$ cat src/rtl/jtmx5k_pkg.sv
// jtmx5k_pkg: definitions shared by the sound command port.
//   state_t      - 3-bit encoding of the command hand-off state machine
//   jtmx_clog2() - ceiling log2, used to size pointers and counters
package jtmx5k_pkg;

    typedef enum logic [2:0] {
        ST_IDLE    = 3'd0,
        ST_LOAD    = 3'd1,
        ST_IRQ     = 3'd2,
        ST_WAIT_RD = 3'd3,
        ST_GAP     = 3'd4
    } state_t;

    // Returns 0 for values <= 1.
    function automatic int jtmx_clog2(input int value);
        int r;
        r = 0;
        while ((1 << r) < value) begin
            r = r + 1;
        end
        return r;
    endfunction

endpackage

$ cat src/rtl/jtmx5k_cmdfifo.sv
// jtmx5k_cmdfifo: DEPTH x 8 circular command buffer.
// Ports:
//   clk, rst_n   - clock, asynchronous active-low reset
//   push_i       - write request (dropped when full unless a pop happens in the same cycle)
//   din_i        - byte to write
//   pop_i        - consume the head entry
//   head_o       - current head entry
//   full_o       - DEPTH entries held
//   empty_o      - no entries held
//   overflow_o   - sticky, a push was dropped; cleared only by reset
module jtmx5k_cmdfifo
    import jtmx5k_pkg::*;
#(
    parameter int DEPTH = 4
) (
    input  logic       clk,
    input  logic       rst_n,
    input  logic       push_i,
    input  logic [7:0] din_i,
    input  logic       pop_i,
    output logic [7:0] head_o,
    output logic       full_o,
    output logic       empty_o,
    output logic       overflow_o
);

    localparam int PW = jtmx_clog2(DEPTH);
    localparam int CW = PW + 1;

    logic [7:0]    mem_q [DEPTH];
    logic [PW-1:0] wr_ptr_q, wr_ptr_d;
    logic [PW-1:0] rd_ptr_q, rd_ptr_d;
    logic [CW-1:0] cnt_q, cnt_d;
    logic          ovf_q, ovf_d;
    logic          do_push, do_pop;

    assign full_o     = (cnt_q == CW'(DEPTH));
    assign empty_o    = (cnt_q == '0);
    assign overflow_o = ovf_q;
    assign head_o     = mem_q[rd_ptr_q];

    // A pop frees a slot in the same cycle, so a push while full is still taken.
    assign do_pop  = pop_i & ~empty_o;
    assign do_push = push_i & (~full_o | do_pop);

    always_comb begin
        wr_ptr_d = wr_ptr_q;
        rd_ptr_d = rd_ptr_q;
        cnt_d    = cnt_q;
        ovf_d    = ovf_q;
        // DEPTH is a power of two, so pointers wrap by natural overflow.
        if (do_push) wr_ptr_d = wr_ptr_q + 1'b1;
        if (do_pop)  rd_ptr_d = rd_ptr_q + 1'b1;
        case ({do_push, do_pop})
            2'b10:   cnt_d = cnt_q + 1'b1;
            2'b01:   cnt_d = cnt_q - 1'b1;
            default: cnt_d = cnt_q;
        endcase
        if (push_i & ~do_push) ovf_d = 1'b1;
    end

    always_ff @(posedge clk or negedge rst_n) begin
        if (!rst_n) begin
            wr_ptr_q <= '0;
            rd_ptr_q <= '0;
            cnt_q    <= '0;
            ovf_q    <= 1'b0;
        end else begin
            wr_ptr_q <= wr_ptr_d;
            rd_ptr_q <= rd_ptr_d;
            cnt_q    <= cnt_d;
            ovf_q    <= ovf_d;
        end
    end

    // Storage is not reset: emptiness is defined by the count alone.
    always_ff @(posedge clk) begin
        if (do_push) mem_q[wr_ptr_q] <= din_i;
    end

endmodule

$ cat src/rtl/jtmx5k_sndcmd.sv
// jtmx5k_sndcmd: main-CPU side of the sound latch/IRQ link.
// Queues command bytes from the main CPU and hands them one at a time to the
// sound CPU: latch the byte, pulse snd_irq, wait for the latch read (or a
// timeout), idle for GAP cycles, then present the next byte.
// Ports:
//   clk, rst_n  - 24 MHz clock, asynchronous active-low reset
//   main_we     - one-cycle command write strobe (already cen-qualified)
//   main_din    - command byte
//   snd_rd      - sound-CPU latch read level; edge-detected here
//   snd_latch   - byte presented to the sound CPU
//   snd_irq     - IRQ pulse, IRQ_LEN cycles per command
//   fifo_full   - command queue holds DEPTH entries
//   fifo_empty  - command queue is empty
//   overflow    - sticky, a command write was dropped
//   busy        - state machine is not idle
module jtmx5k_sndcmd
    import jtmx5k_pkg::*;
#(
    parameter int DEPTH   = 4,
    parameter int IRQ_LEN = 64,
    parameter int GAP     = 16,
    parameter int TIMEOUT = 65535
) (
    input  logic       clk,
    input  logic       rst_n,
    input  logic       main_we,
    input  logic [7:0] main_din,
    input  logic       snd_rd,
    output logic [7:0] snd_latch,
    output logic       snd_irq,
    output logic       fifo_full,
    output logic       fifo_empty,
    output logic       overflow,
    output logic       busy
);

    localparam int IRQ_W = jtmx_clog2(IRQ_LEN) + 1;
    localparam int GAP_W = jtmx_clog2(GAP) + 1;
    localparam int TO_W  = jtmx_clog2(TIMEOUT) + 1;

    // Terminal counts: each counter is cleared on state entry.
    localparam logic [IRQ_W-1:0] IRQ_LAST = IRQ_W'(IRQ_LEN);
    localparam logic [GAP_W-1:0] GAP_LAST = GAP_W'(GAP - 1);
    localparam logic [TO_W-1:0]  TO_LAST  = TO_W'((TIMEOUT == 0) ? 0 : TIMEOUT - 1);

    state_t           st_q;
    logic [IRQ_W-1:0] irq_cnt_q;
    logic [GAP_W-1:0] gap_cnt_q;
    logic [TO_W-1:0]  to_cnt_q;
    logic             rd_q;
    logic             rd_seen_q;
    logic             rd_rise;
    logic             timeout_hit;
    logic             pop;
    logic [7:0]       head;

    jtmx5k_cmdfifo #(
        .DEPTH (DEPTH)
    ) u_fifo (
        .clk        (clk),
        .rst_n      (rst_n),
        .push_i     (main_we),
        .din_i      (main_din),
        .pop_i      (pop),
        .head_o     (head),
        .full_o     (fifo_full),
        .empty_o    (fifo_empty),
        .overflow_o (overflow)
    );

    assign rd_rise     = snd_rd & ~rd_q;
    assign pop         = (st_q == ST_LOAD);
    assign timeout_hit = (TIMEOUT != 0) && (to_cnt_q == TO_LAST);
    assign busy        = (st_q != ST_IDLE);

    always_ff @(posedge clk or negedge rst_n) begin
        if (!rst_n) begin
            st_q      <= ST_IDLE;
            snd_latch <= 8'h00;
            snd_irq   <= 1'b0;
            irq_cnt_q <= '0;
            gap_cnt_q <= '0;
            to_cnt_q  <= '0;
            rd_q      <= 1'b0;
            rd_seen_q <= 1'b0;
        end else begin
            rd_q <= snd_rd;
            case (st_q)
                ST_IDLE: begin
                    if (!fifo_empty) st_q <= ST_LOAD;
                end
                ST_LOAD: begin
                    snd_latch <= head;
                    irq_cnt_q <= '0;
                    rd_seen_q <= 1'b0;
                    st_q      <= ST_IRQ;
                end
                ST_IRQ: begin
                    // A read that arrives while the IRQ is still high must not be lost.
                    if (rd_rise) rd_seen_q <= 1'b1;
                    if (irq_cnt_q == IRQ_LAST) begin
                        snd_irq  <= 1'b0;
                        to_cnt_q <= '0;
                        st_q     <= ST_WAIT_RD;
                    end else begin
                        // Raised one cycle after the latch update so data leads the edge.
                        snd_irq   <= 1'b1;
                        irq_cnt_q <= irq_cnt_q + 1'b1;
                    end
                end
                ST_WAIT_RD: begin
                    if (rd_seen_q || rd_rise || timeout_hit) begin
                        gap_cnt_q <= '0;
                        st_q      <= ST_GAP;
                    end else begin
                        to_cnt_q <= to_cnt_q + 1'b1;
                    end
                end
                ST_GAP: begin
                    if (gap_cnt_q == GAP_LAST) st_q <= ST_IDLE;
                    else                       gap_cnt_q <= gap_cnt_q + 1'b1;
                end
                default: st_q <= ST_IDLE;
            endcase
        end
    end

endmodule

$ cat config.mk
export PLATFORM = sky130hd
export DESIGN_NAME = jtmx5k_sndcmd
export DESIGN_NICKNAME = d
export VERILOG_FILES = /design/src/rtl/jtmx5k_pkg.sv /design/src/rtl/jtmx5k_cmdfifo.sv /design/src/rtl/jtmx5k_sndcmd.sv
export SDC_FILE = /design/constraint.sdc
export NUM_CORES = 1
export LEC_CHECK = 0
export ABC_CLOCK_PERIOD_IN_PS = 2860
export CAP_MARGIN = 10
export CORE_MARGIN = 2
export CORE_UTILIZATION = 59
export DETAILED_ROUTE_END_ITERATION = 6
export MAX_ROUTING_LAYER = met4
export PLACE_DENSITY = 0.9
export REMOVE_ABC_BUFFERS = 1
export SYNTH_ARGS = -nofsm -noshare
export SYNTH_HDL_FRONTEND = slang
export SYNTH_HIERARCHICAL = 1
export SYNTH_SLANG_ARGS = --single-unit
export TNS_END_PERCENT = 20
$ cat constraint.sdc
create_clock -name clk -period 2.86 [get_ports clk]
set_input_delay 0.572 -clock clk [delete_from_list [all_inputs] [get_ports clk]]
set_output_delay 0.572 -clock clk [all_outputs]
set_load 0.02 [all_outputs]
# Yosys cells after proc, flatten, opt, wreduce, memory -nomap -nowiden
# Memories as Yosys holds them, arrays and structs flattened. A register that Yosys moved wholly into a read port is not among the register bits.
# Index checks and enable logic that the tools add are counted.
# totals
regBits,43
latch_bits,0
ram_bits,32
rom_bits,0
output_inout_bits,13
elab_cells,80
memories,1
# classes
n_addsub,7
multipliers,0
div,0
order_cmp,0
eq_ne,18
n_shift,0
muxes,19
n_bitwise,9
reduce_logical,15
# mem_list
memory,depth,word_bits,read_ports,rd_ports_with_merged_regs,wr,line,source
u_fifo.mem_q,4,8,1,1,1,jtmx5k_cmdfifo.sv:30,logic [7:0] mem_q [DEPTH];
# ops
cell,n
two-way mux 17 bit,2
case mux 17 bit (2 select lines),1
adder 17 x 1 -> 17 bit (second input constant),1
== test 17 x 16 -> 1 bit (second input constant),1
!= test 2 bit (second input constant),8
case mux 3 bit (5 select lines),1
case mux 7 bit (2 select lines),1
two-way mux 3 bit,4
two-way mux 5 bit,2
case mux 5 bit (2 select lines),1
nonzero test 2 bit,4
adder 7 x 1 -> 7 bit (second input constant),1
== test 7 bit (second input constant),1
two-way mux 7 bit,1
== test 3 x 2 -> 1 bit (second input constant),2
== test 3 bit (second input constant),2
zero test 3 bit,2
case mux 3 bit (2 select lines),1
AND reduction 3 bit,2
adder 5 x 1 -> 5 bit (second input constant),1
== test 5 x 4 -> 1 bit (second input constant),1
adder 2 x 1 -> 2 bit (second input constant),2
AND 1 bit,4
two-way mux 1 bit,4
13 further kinds,18

# Depth between registers and ports, before layout
# logic_depth
depth_word,7
ltp_mapped,13
mapped_depth_nobuf,11

# By module
# The synthesis kept the hierarchy.
# by_module_without_submodules
mod,n_inst,cells_each,area_each_um2,seq_area_each_um2
jtmx5k_sndcmd,1,221,2219.6,1076.0
jtmx5k_cmdfifo,1,82,1625.3,1161.1

# Least setup slack after synthesis
# Ideal clock, no wire load.
# synth_timing
kind,flip-flop to flip-flop
from,register st_q[2]
to,register u_fifo.cnt_q[2]
setup_time_ns,0.079
arrival_time_ns,2.451
required_ns,2.781
setup_slack_ns,0.329
stages_incl_launch_ff,12
synth_period_minus_slack_ns,2.531
cell_sequence,dfrtp_1 > clkbuf_1 > nand2b_1 > nor2_1 > buf_2 > o31a_1 > ha_1 > inv_1 > fa_1 > xor2_1 > nor2_1 > xor2_1
# synth_between
elab_chain_len,6
# synth_lines
item,line,source
"start, declared",jtmx5k_sndcmd.sv:46,state_t st_q;
"start signal, assigned",jtmx5k_sndcmd.sv:78,st_q <= ST_IDLE;
"start signal, assigned",jtmx5k_sndcmd.sv:90,if (!fifo_empty) st_q <= ST_LOAD;
"start signal, assigned",jtmx5k_sndcmd.sv:96,st_q <= ST_IRQ;
== test 3 x 1 -> 1 bit (*),jtmx5k_sndcmd.sv:72,assign pop = (st_q == ST_LOAD);
net pop,jtmx5k_sndcmd.sv:54,logic pop;
AND 1 bit (*),jtmx5k_cmdfifo.sv:43,assign do_pop = pop_i & ~empty_o;
net u_fifo.do_pop,jtmx5k_cmdfifo.sv:35,"logic do_push, do_pop;"
OR 1 bit,jtmx5k_cmdfifo.sv:44,assign do_push = push_i & (~full_o | do_pop);
AND 1 bit,jtmx5k_cmdfifo.sv:44,
== test 2 x 1 -> 1 bit or == test 2 bit (tied branches),jtmx5k_cmdfifo.sv:54,"case ({do_push, do_pop})"
case mux 3 bit (2 select lines) or nonzero test 2 bit (tied branches),n/a,
"end signal, assigned",jtmx5k_cmdfifo.sv:71,cnt_q <= cnt_d;
"end, declared",jtmx5k_cmdfifo.sv:33,"logic [CW-1:0] cnt_q, cnt_d;"
# Mark *: on every way through the listed nets, which the timed path passes. The rest lies on a longest branch.
# A chain may end at the register's enable or synchronous reset.

# Final worst setup path
# layout_timing
from,register st_q[1]
to,output busy
# layout_between
elab_chain_len,1
# layout_lines
item,line,source
nonzero test 3 bit,jtmx5k_sndcmd.sv:74,assign busy = (st_q != ST_IDLE);
"end, declared",jtmx5k_sndcmd.sv:34,output logic busy
# Every way passes these cells.

==> results.md <==
* Final setup skew at 0.00890 ns
* Final instance area at 0.00432 sq mm
* Leakage at 1.71 nW
* Final cell utilization of the core at between 60% and 70%
* Placed wire-length estimate after detailed placement at about 5000 um
* Setup crit end kind: output pin
* Fin nets at between 300 and 400
* Chip width at 84.7 um
* GR Util All Layers at 22.5%
* Maximum fanout encountered on the critical timing path at 11
* Clk_lat worst skew at between 0.3 and 0.4 ns
* DRC violation count after routing at 0
* Period minus WS final at 2.46 ns
* Final worst path period share at 86.1%
* Synthesis warning total at 6
* Resized Gates After CTS at 0
* Sum of negative setup slack at 0 ns
* Flop and latch count out of synthesis at 83
* Internal power consumption at between 0.002 and 0.003 W
* Post-CTS clock slew at the launch and capture registers of the worst setup and hold paths at 0.08 ns
* Share of power burned in combinational logic at 33.6%
* Clk buf depth at 2
* Number of sinks handled by clock tree synthesis at 83
* Minimum setup slack among reg-to-reg paths at between 0.4 and 0.5 ns
* Register share of total power at a little under half
* Post-Syn Area per Cell at between 10 and 15 sq um
* Vias post-DR at 2511
* Layout cells sized above 1 at 13.7%
* Most frequently used flop master after synthesis: dfrtp_1
* Vertical die dimension at 84.7 um
* Number of setup buffers added after CTS at 0
* Mapped Cells at 303
* Highest Clock Rate at 406 MHz
* Total wire length after detailed routing at 7020 um
* Kind of critical path: register to output pin
* CTS tree: yes
* Num rows at 29
* Arrival @ worst endpoint at about 1.9 ns
* Layout-stage area growth over the synthesis result at 12.3%
* Number of I/O pins at 25
* Terminus of the critical flop-to-flop path: u_fifo/cnt_q[2]
* Initial detailed-routing violation count at about 260
* Max IR drop VDD at ~0.56 mV
* Post-detailed-route wirelength per cell at ~17 um
* First-pass GRT wire length at around 12000 um
* Reported max-cap violation count at 0
* Min setup slack post-route at 0.398 ns
* Outcome: finished, final reports clean
* Pin count of the biggest net entering global routing at 33
* Number of flops mapped to enable cells by yosys at 32
* Transition at the pin with the smallest max-transition slack at 0.596 ns
* Number of antenna violations at the first check in global routing at 0
* Count of distinct cell types in the synthesized netlist at 55
* # diodes at 0
* Register area share after synthesis at 58.2%
* Launching point of the worst reg2reg path: st_q[2]
* Setup slack at placement at 0.359 ns
* Cell depth of the worst flop-to-flop path at 11
* Post-synthesis instance area at 0.00384 sq mm
* Sw Ratio at a little over a third
* Number of hold buffers added after CTS at 0
* Critical Path RT at around 2.3 ns
* Cells after DPL at 397
* Slew HR at 60.3%
* First-pass DRT Iterations at 4
* Top cell type's share of synthesized area at 33.2%
* CTS Buf Count at 9
* Non-Filler Instances at about 410
* Yosys top cell by area: dfrtp_1
* Setup repair after global routing missed its margin: false
* Fraction of power consumed by the clock network at 18.7%
* Dpl cell area at 0.00414 sq mm
* Type of origin of the critical path: register
* Top-count cell post-synth: dfrtp_1
* Per-cell via count in the routed design at 6.08
* Maximum level of the CTS H-tree at 3
* Die area at 0.00718 sq mm
* Share of flip-flops with an asynchronous set or reset after synthesis at 61.4%
* CTS root buf: clkbuf_8
* Number of hold violations in the final report at 0
* Core Area at 0.00631 sq mm
* Leftover overflow at the end of global routing at 0
* Net switching power figure at 0.00145 W
* Remaining number of nets flagged by the antenna check after routing at 0
* Number of global-route vias before repair at 2487
* Count of input and output buffers at 24
* Leading post-synthesis cells by instance count: 51 x dfrtp_1, 32 x edfxtp_1, 23 x nand2_1, 20 x nand3_1, 20 x nor2_1
* Gpl congestion at 0.852
* Number of pins with negative max-slew slack in the final report at 0
* Ratio of total power to cell area at slightly above 900 mW/mm^2
* Initial standard-cell utilization of the core at 60.9%
* Count of final setup violators at 0
* Cell types occupying the most area after synthesis: dfrtp_1 33%, edfxtp_1 25%, mux4_2 4.7%
* Path class of the lowest-slack min-delay path: primary input to async pin
## cell families (layout without fill, tap and decap cells)
| group | Yosys count | in the layout | share of synthesized area (%) |
|---|---|---|---|
| and+or+nand+nor | 104 | 104 | 15.3 |
| DFF | 83 | 83 | 58.2 |
| adders and majority gates | 12 | 12 | 4.10 |
| xor gates and xnor gates | 12 | 12 | 2.73 |
| muxes | 21 | 21 | 8.49 |
| buffers and inverters | 22 | 55 | 2.70 |
| AOI/OAI and AO/OA | 49 | 49 | 8.49 |
## routing by layer
metal  share of wire, %  up-vias  track usage, %  wire, um
li1                   -     1182               -         -
met1                 43     1258            30.4      3020
met2                 51       63            34.4      3610
met3                4.1        8            4.23       288
met4                1.4        0            8.08        97
met5                  0        -               -         0
## sequential cells by signal (all words and copies together), names as in the netlist
signal and cells:
snd_irq 1, u_fifo/mem_q 32, u_fifo/overflow_o 1, u_fifo/rd_ptr_q 2, rd_q 1, to_cnt_q 17
gap_cnt_q 5, snd_latch 8, st_q 3, u_fifo/cnt_q 3, irq_cnt_q 7, rd_seen_q 1
u_fifo/wr_ptr_q 2
## cell usage in the layout, fill, tap and decap left out, drive strengths merged, types with 2 or more instances in the layout
cell type,n
xnor2,5
nand2b,3
nor2b,2
xor2,7
inv,13
a31oi,9
o21ai,12
a21o,2
o22ai,5
and4,2
edfxtp,32
nand2,24
o211ai,2
clkinvlp,2
nand3b,3
and2,5
or3,3
nand3,20
nor4,5
clkdlybuf4s50,23
nand4,2
mux2,10
nor2,20
mux4,8
clkbuf,9
a22o,3
nor3,6
buf,4
a21oi,6
nor4b,2
a41oi,2
mux2i,3
clkinv,4
dfrtp,51
ha,11
and3,5
## stage by stage
step	total power, W	hold slack (ns)
after floorplan	0.00281	0.276
after global placement	0.00321	0.451
after detailed placement	0.00331	0.452
after CTS	0.00406	0.176
after global routing	0.00430	0.194
final	0.00404	0.165
## worst max-delay path: stages, from the launching register on
cell and delay (ns):
dfrtp_1 0.53, or3_1 0.46, clkdlybuf4s50_1 0.55
## worst max path at each step
stage	startpoint	end	slack (ns)
after floorplan	st_q[2]	u_fifo/cnt_q[2]	0.18
after global placement	snd_rd	to_cnt_q[13]	0.50
after detailed placement	snd_rd	to_cnt_q[13]	0.36
after CTS	st_q[2]	u_fifo/cnt_q[2]	0.40
after global routing	st_q[2]	u_fifo/cnt_q[2]	0.17
final	st_q[1]	busy	0.40
## power by group through the flow
| stage | Combinational [W] | Sequential, W | Clock, W |
|---|---|---|---|
| after floorplan | 0.000874 | 0.00194 | 0 |
| after global placement | 0.00129 | 0.00192 | 0 |
| after detailed placement | 0.00136 | 0.00196 | 0 |
| after CTS | 0.00137 | 0.00193 | 0.000763 |
| after global routing | 0.00151 | 0.00198 | 0.000814 |
| final | 0.00136 | 0.00193 | 0.000753 |
## area by class of cell
class	count	area (sq um)
Inverter	12	45.0
Clock inverter	7	53.8
Clock buffer	9	124
Sequential cell	83	2240
Tap cell	77	96.3
Fill cell	438	2000
Multi-Input combinational cell	198	1500
Timing Repair Buffer	27	258
No activity file was read; power rests on OpenSTA's default activity.
